$ cat config.mk
export PLATFORM = sky130hd
export DESIGN_NAME = single_clk_ram
export DESIGN_NICKNAME = d
export VERILOG_FILES = /design/src/rtl/single_clk_ram.sv
export SDC_FILE = /design/constraint.sdc
export NUM_CORES = 2
export LEC_CHECK = 0
export ABC_AREA = 1
export CELL_PAD_IN_SITES_DETAIL_PLACEMENT = 1
export CELL_PAD_IN_SITES_GLOBAL_PLACEMENT = 2
export CORE_AREA = 10 10 490 492
export DETAILED_ROUTE_END_ITERATION = 7
export DIE_AREA = 0 0 500 502
export GPL_TIMING_DRIVEN = 1
export PLACE_DENSITY = 0.86
export RECOVER_POWER = 100
export SYNTH_ARGS = -nofsm -noshare
export SYNTH_HDL_FRONTEND = slang
export SYNTH_SLANG_ARGS = --single-unit
$ cat constraint.sdc
create_clock -name clk -period 2.8 [get_ports clk]
set_input_delay 0.28 -clock clk [delete_from_list [all_inputs] [get_ports clk]]
set_output_delay 0.28 -clock clk [all_outputs]
set_load 0.02 [all_outputs]
$ cat src/rtl/single_clk_ram.sv
// Single-clock, single-port synchronous RAM with registered read data.
// Backs the digit-string store of the online multiplier; reset clears every word.
module single_clk_ram #(
  parameter int unsigned DATA_WIDTH = 16,
  parameter int unsigned ADDR_WIDTH = 7
) (
  input  logic [DATA_WIDTH-1:0] data,
  input  logic [ADDR_WIDTH-1:0] addr,
  input  logic                  we,
  input  logic                  clk,
  output logic [DATA_WIDTH-1:0] q,
  input  logic                  reset_n
);

  localparam int unsigned DEPTH = 1 << ADDR_WIDTH;

  logic [DATA_WIDTH-1:0] mem [DEPTH];

  // One register per word so the whole array clears on asynchronous reset
  for (genvar i = 0; i < DEPTH; i++) begin : g_word
    always_ff @(posedge clk or negedge reset_n) begin
      if (!reset_n) begin
        mem[i] <= '0;
      end else if (we && (addr == ADDR_WIDTH'(i))) begin
        mem[i] <= data;
      end
    end
  end

  // Registered read port; a write returns the new data (write-through)
  always_ff @(posedge clk or negedge reset_n) begin
    if (!reset_n) begin
      q <= '0;
    end else if (we) begin
      q <= data;
    end else begin
      q <= mem[addr];
    end
  end

endmodule

After elaboration in Yosys (flattened, before gate mapping)
Cells that the tools add are included.

cells by class
  order comparisons = 1
  equal/unequal tests = 127
  mux-type cells = 4
  bitwise logic cells = 1
  reductions and logical operators = 129

operators by type and width
  operator            number
  $eq 7x7->1 const B  64
  $eq 7x6->1 const B  32
  $logic_and 1x1->1   128
  $bmux 16 s7         1
  $eq 7x5->1 const B  16
  $eq 7x4->1 const B  8
  $mux 16             3
  $eq 7x3->1 const B  4
  $eq 7x2->1 const B  2
  $ge 8x8->1 const B  1
  $not 7->8           1
  $eq 7x1->1 const B  1
  $logic_not 7->1     1

storage, ports and cells
  bits in registers = 2064
  input bits = 26
  output and inout port bits = 16
  word-level logic and storage cells = 391

Depth between registers and ports, before layout
  depth after elaboration = 5
  mapped depth = 15
  depth with buffers taken out = 13

Least setup slack after synthesis
OpenSTA, ideal clock, no wires.

  path kind = input-to-reg
  start point = in addr[0]
  end point = reg q[13]
  setup time = 118 ps
  data arrival time = 1693 ps
  required time = 2682 ps
  path slack = 989 ps
  stages = 15
  buffers on the path = 3
  cells stage by stage = buf_2 -> nand2_1 -> inv_2 -> buf_4 -> buf_2 -> nand2_1 -> nand3_1 -> nand2_1 -> nand2_1 -> nor2_1 -> nor2_1 -> nor2_1 -> nand3_1 -> nand3_1 -> nand2_1

between the ends
  longest elaborated chain between the ends = 5

ends and longest elaborated chain
  item                                        line  text
  start, declared                             8     input logic [ADDR_WIDTH-1:0] addr,
  $not 7->8 (not written as such)             37    q <= mem[addr];
  $bmux 16 s7                                 37
  $mux 16 (not written as such) (2 in a row)  37
  $mux 16                                     34    end else if (we) begin
  end signal, assigned                        35    q <= data;
  end signal, assigned                        37
  end, declared                               11    output logic [DATA_WIDTH-1:0] q,

Every way passes these cells. The select of a mux whose other input is x is not followed.
A chain may end at the register's enable or synchronous reset.

Worst setup path after layout
  start point = in we
  end point = reg mem[98] (netlist bit)

between the ends
  longest elaborated chain between the ends = 1

ends and longest elaborated chain
  item                           line  text
  start, declared                9     input logic we,
  $logic_and 1x1->1              24    end else if (we && (addr == ADDR_WIDTH'(i))) begin
  end signal, assigned by index  25    mem[i] <= data;
  end, declared                  17    logic [DATA_WIDTH-1:0] mem [DEPTH];

Every way passes these cells.

==> metrics.log <==
[metrics] worst path bufs/invs: 5
[metrics] final worst path period need: 2670 ps
[metrics] Critical Path Source: we
[metrics] setup violators final: 0
[metrics] clock tree from TritonCTS: yes
[metrics] floorplan core area: 230,000 sq um
[metrics] final-report hold violation count: 0
[metrics] sequential element share of the synthesized area: 0.551
[metrics] Post-Place Setup Slack: -166 ps
[metrics] fraction of power spent switching nets: 0.274
[metrics] achievable clock frequency: 374 MHz
[metrics] r2r setup slk: 540 ps
[metrics] critical path fanouts, max: 32
[metrics] Chip Width: 500 um
[metrics] endpoint of the worst setup timing path: mem[98]$_DFFE_PN0P_
[metrics] warning count from the yosys run: 0
[metrics] clock latency on the worst-skew pair: 900 ps
[metrics] vertical extent of the die: 502 um
[metrics] synthesis-to-finish area growth: 15.7%
[metrics] sort of element at the start of the critical path: input port
[metrics] remaining design rule violation count: 0
[metrics] total wire length: 362,000 um
[metrics] internal power contribution: 52.5 mW
[metrics] Post-Syn Instances: 12,300
[metrics] launching point of the worst reg2reg path: mem[0]$_DFFE_PN0P_
[metrics] kind of end point of the critical path: flip-flop
[metrics] leading cell type in the layout, fill and taps excluded: sky130_fd_sc_hd__nand2_1
[metrics] pin count of the biggest net entering global routing: 121
[metrics] arrival time at the worst endpoint: 3420 ps
[metrics] worst flop-to-flop path endpoint: q[0]$_DFF_PN0_
[metrics] master cell of the clock root buffer: sky130_fd_sc_hd__clkbuf_16
[metrics] actual transition at the worst max-transition pin: 1920 ps
[metrics] final design utilization: 0.472
[metrics] Peak VDD IR: 0.000494 V
[metrics] worst hold path type: input port to flip-flop
[metrics] via count normalized by instance count: 5.48
[metrics] worst slew margin relative to its limit: -0.281
[metrics] final-report max-slew violation count: 66
[metrics] power share of the combinational group: 0.112
[metrics] combined area of all synthesized cells: 93,700 sq um
[metrics] violations in the final reports: capacitance limit, slew limit
[metrics] routability-driven placement congestion ratio: 0.906
[metrics] final design instance area without fill: 108,000 sq um
[metrics] clock-pin transition on the worst setup and hold timing paths: 60 ps
[metrics] final worst setup slack: 127 ps
[metrics] number of standard-cell rows in the floorplan: 176
[metrics] slowest stage delay, CP: 790 ps
[metrics] logic depth of the worst path, buffers included: 9
[metrics] overall power consumption: 72.3 mW
[metrics] result of the run: finished with violations
[metrics] RSZ-0062 raised after global routing: no
[metrics] wire length of the first global-routing pass: 555,000 um
[metrics] total gr overflow: 0
[metrics] vias in the first global route: 88,900
[metrics] Post-DP Area: 102,000 sq um
[metrics] sequential power share: 0.465
[metrics] power spent charging and discharging nets: 19.8 mW
[metrics] total of cells resized after clock tree synthesis: 0
[metrics] cells along the critical path: dlygate4sd3_1, buf_12, inv_1, nor2_1, clkbuf_1, nand2_1, buf_12, nand2_1, o21ai_0
[metrics] number of maximum-capacitance constraint violations: 1
[metrics] final total negative setup slack: 0 ps
[metrics] pwr dens: 667 nW/um^2
[metrics] Filler Cells Inserted: 27,800
[metrics] post-synthesis sequential element count: 2,064
[metrics] floorplan die area: 251,000 sq um
[metrics] total iterations of the first detailed-routing run: 6
[metrics] number of DRC markers in iteration 0: 6,335
[metrics] number of library cell types mapped by synthesis: 18
[metrics] average cell area after synthesis: 7.59 sq um
[metrics] number of H-tree levels: 4
[metrics] Worst path top cell family by delay: buffers and inverters
[metrics] area of the multi-input gates: 38,100 sq um
[metrics] Starting Density: 0.408
[metrics] total number of clock tree sinks: 2,064
[metrics] static leakage power: 53.5 nW
[metrics] highest-count cells in the layout ignoring fill and taps: 6,603 x sky130_fd_sc_hd__nand2_1, 2,064 x sky130_fd_sc_hd__dfrtp_1, 2,030 x sky130_fd_sc_hd__o21ai_0
[metrics] boundary pin count: 42
[metrics] clock share of power: 0.423
[metrics] Overall Global Routing Usage: 0.284
[metrics] Final ANT Viol Nets: 0
[metrics] per-cell routed wire length: 23.4 um
[metrics] half-perimeter wire length after detailed placement: 235,000 um
[metrics] antenna violations before repair: 16
[metrics] critical path required time: 3540 ps
[metrics] Inserted Clock Buffers: 225
[metrics] CP Class: input port to flip-flop
[metrics] CTS max path bufs: 3
[metrics] via count: 84,900
[metrics] share of layout cells above drive strength 1: 0.0763
[metrics] number of nets in the layout: 12,300
[metrics] sequential cell area: 51,600 sq um
[metrics] length in cells of the worst reg-to-reg path: 13
[metrics] Syn Nets: 12,400
[metrics] share of the clock period used by the worst path: 0.955
[metrics] final setup skew: 50.3 ps
[metrics] crit path max-delay cell type: sky130_fd_sc_hd__clkbuf_1
[metrics] number of port buffers: 41
worst register-to-register path: stages (launching register included):
cell and delay (ps):
sky130_fd_sc_hd__dfrtp_1 380, sky130_fd_sc_hd__nand2_1 70, sky130_fd_sc_hd__nand2_1 50, sky130_fd_sc_hd__nand2_1 60, sky130_fd_sc_hd__nand2_1 180, sky130_fd_sc_hd__nand2_1 130
sky130_fd_sc_hd__nand2_1 90, sky130_fd_sc_hd__nor2_1 100, sky130_fd_sc_hd__buf_4 130, sky130_fd_sc_hd__nor2_1 50, sky130_fd_sc_hd__nor2_1 470, sky130_fd_sc_hd__nand3_1 260
sky130_fd_sc_hd__nand3_1 130, sky130_fd_sc_hd__nand2_1 70
metal layers:
metal | wire length, um | vias up | GRT usage
met5 | 34 | - | 0
met4 | 17600 | 6 | 0.122
met3 | 18300 | 717 | 0.0388
met2 | 169000 | 2174 | 0.470
met1 | 157000 | 43100 | 0.374
li1 | - | 38800 | -
power groups by stage:
stage / clock network (mW) / registers (mW) / logic [mW]
finish: 30.6 / 33.6 / 8.09
global route: 32.4 / 33.9 / 9.05
floorplan: 0 / 33.7 / 4.27
global placement: 0 / 33.9 / 7.88
CTS: 31.1 / 33.6 / 8.25
detailed placement: 0 / 34.1 / 8.19
stage by stage:
stage | instances | hold slack, ps
4_1_cts | 15500 | 4.56
3_5_place_dp | 15100 | 297
6_report | 15500 | 164
5_1_grt | 15500 | 168
3_3_place_gp | 15100 | 301
2_1_floorplan | 12300 | -15.6
sequential cells by signal, summed over array words and instances, names as in the netlist:
name,count
q,16
mem,2048
what timing repair did:
item                                   4_1_cts  5_1_grt
hold buffers                                 1        0
endpoints found under the hold margin      782        0
setup buffers                                0        0
area by class of cell:
class	instances	share of cell area
flip-flops and latches	2064	0.476
well taps	3026	0.0349
clock inverters	69	0.00822
diodes	14	0.000323
inverters	30	0.00188
clock buffers	339	0.0616
multi-input cells	9259	0.351
repair buffers	673	0.0657
worst min path at each step:
stage	startpoint	end	cells past startpoint
final	data[2]	q[2]$_DFF_PN0_	3
after global routing	data[14]	q[14]$_DFF_PN0_	3
after CTS	reset_n	mem[844]$_DFFE_PN0P_	2
after detailed placement	reset_n	mem[844]$_DFFE_PN0P_	1
after global placement	reset_n	mem[844]$_DFFE_PN0P_	1
after floorplan	reset_n	mem[0]$_DFFE_PN0P_	0
cells by family after synthesis:
group           share of synthesized area
simple gates                        0.293
compound gates                      0.113
flops                               0.551
buf+inv                            0.0427
synthesized netlist by cell type, drive strengths merged:
master | n | share of area
nand2 | 6603 | 0.26
buf | 164 | 0.0083
nand4 | 128 | 0.0085
a22oi | 32 | 0.0026
o21ai | 2064 | 0.11
inv | 29 | 0.0012
clkbuf | 829 | 0.033
nor4 | 6 | 0.0014
nor3 | 2 | 0.00021
dfrtp | 2064 | 0.55
nand3 | 144 | 0.0077
clkinv | 1 | 0.000040
nor2 | 280 | 0.011
Power figures use the tool's default switching activity.
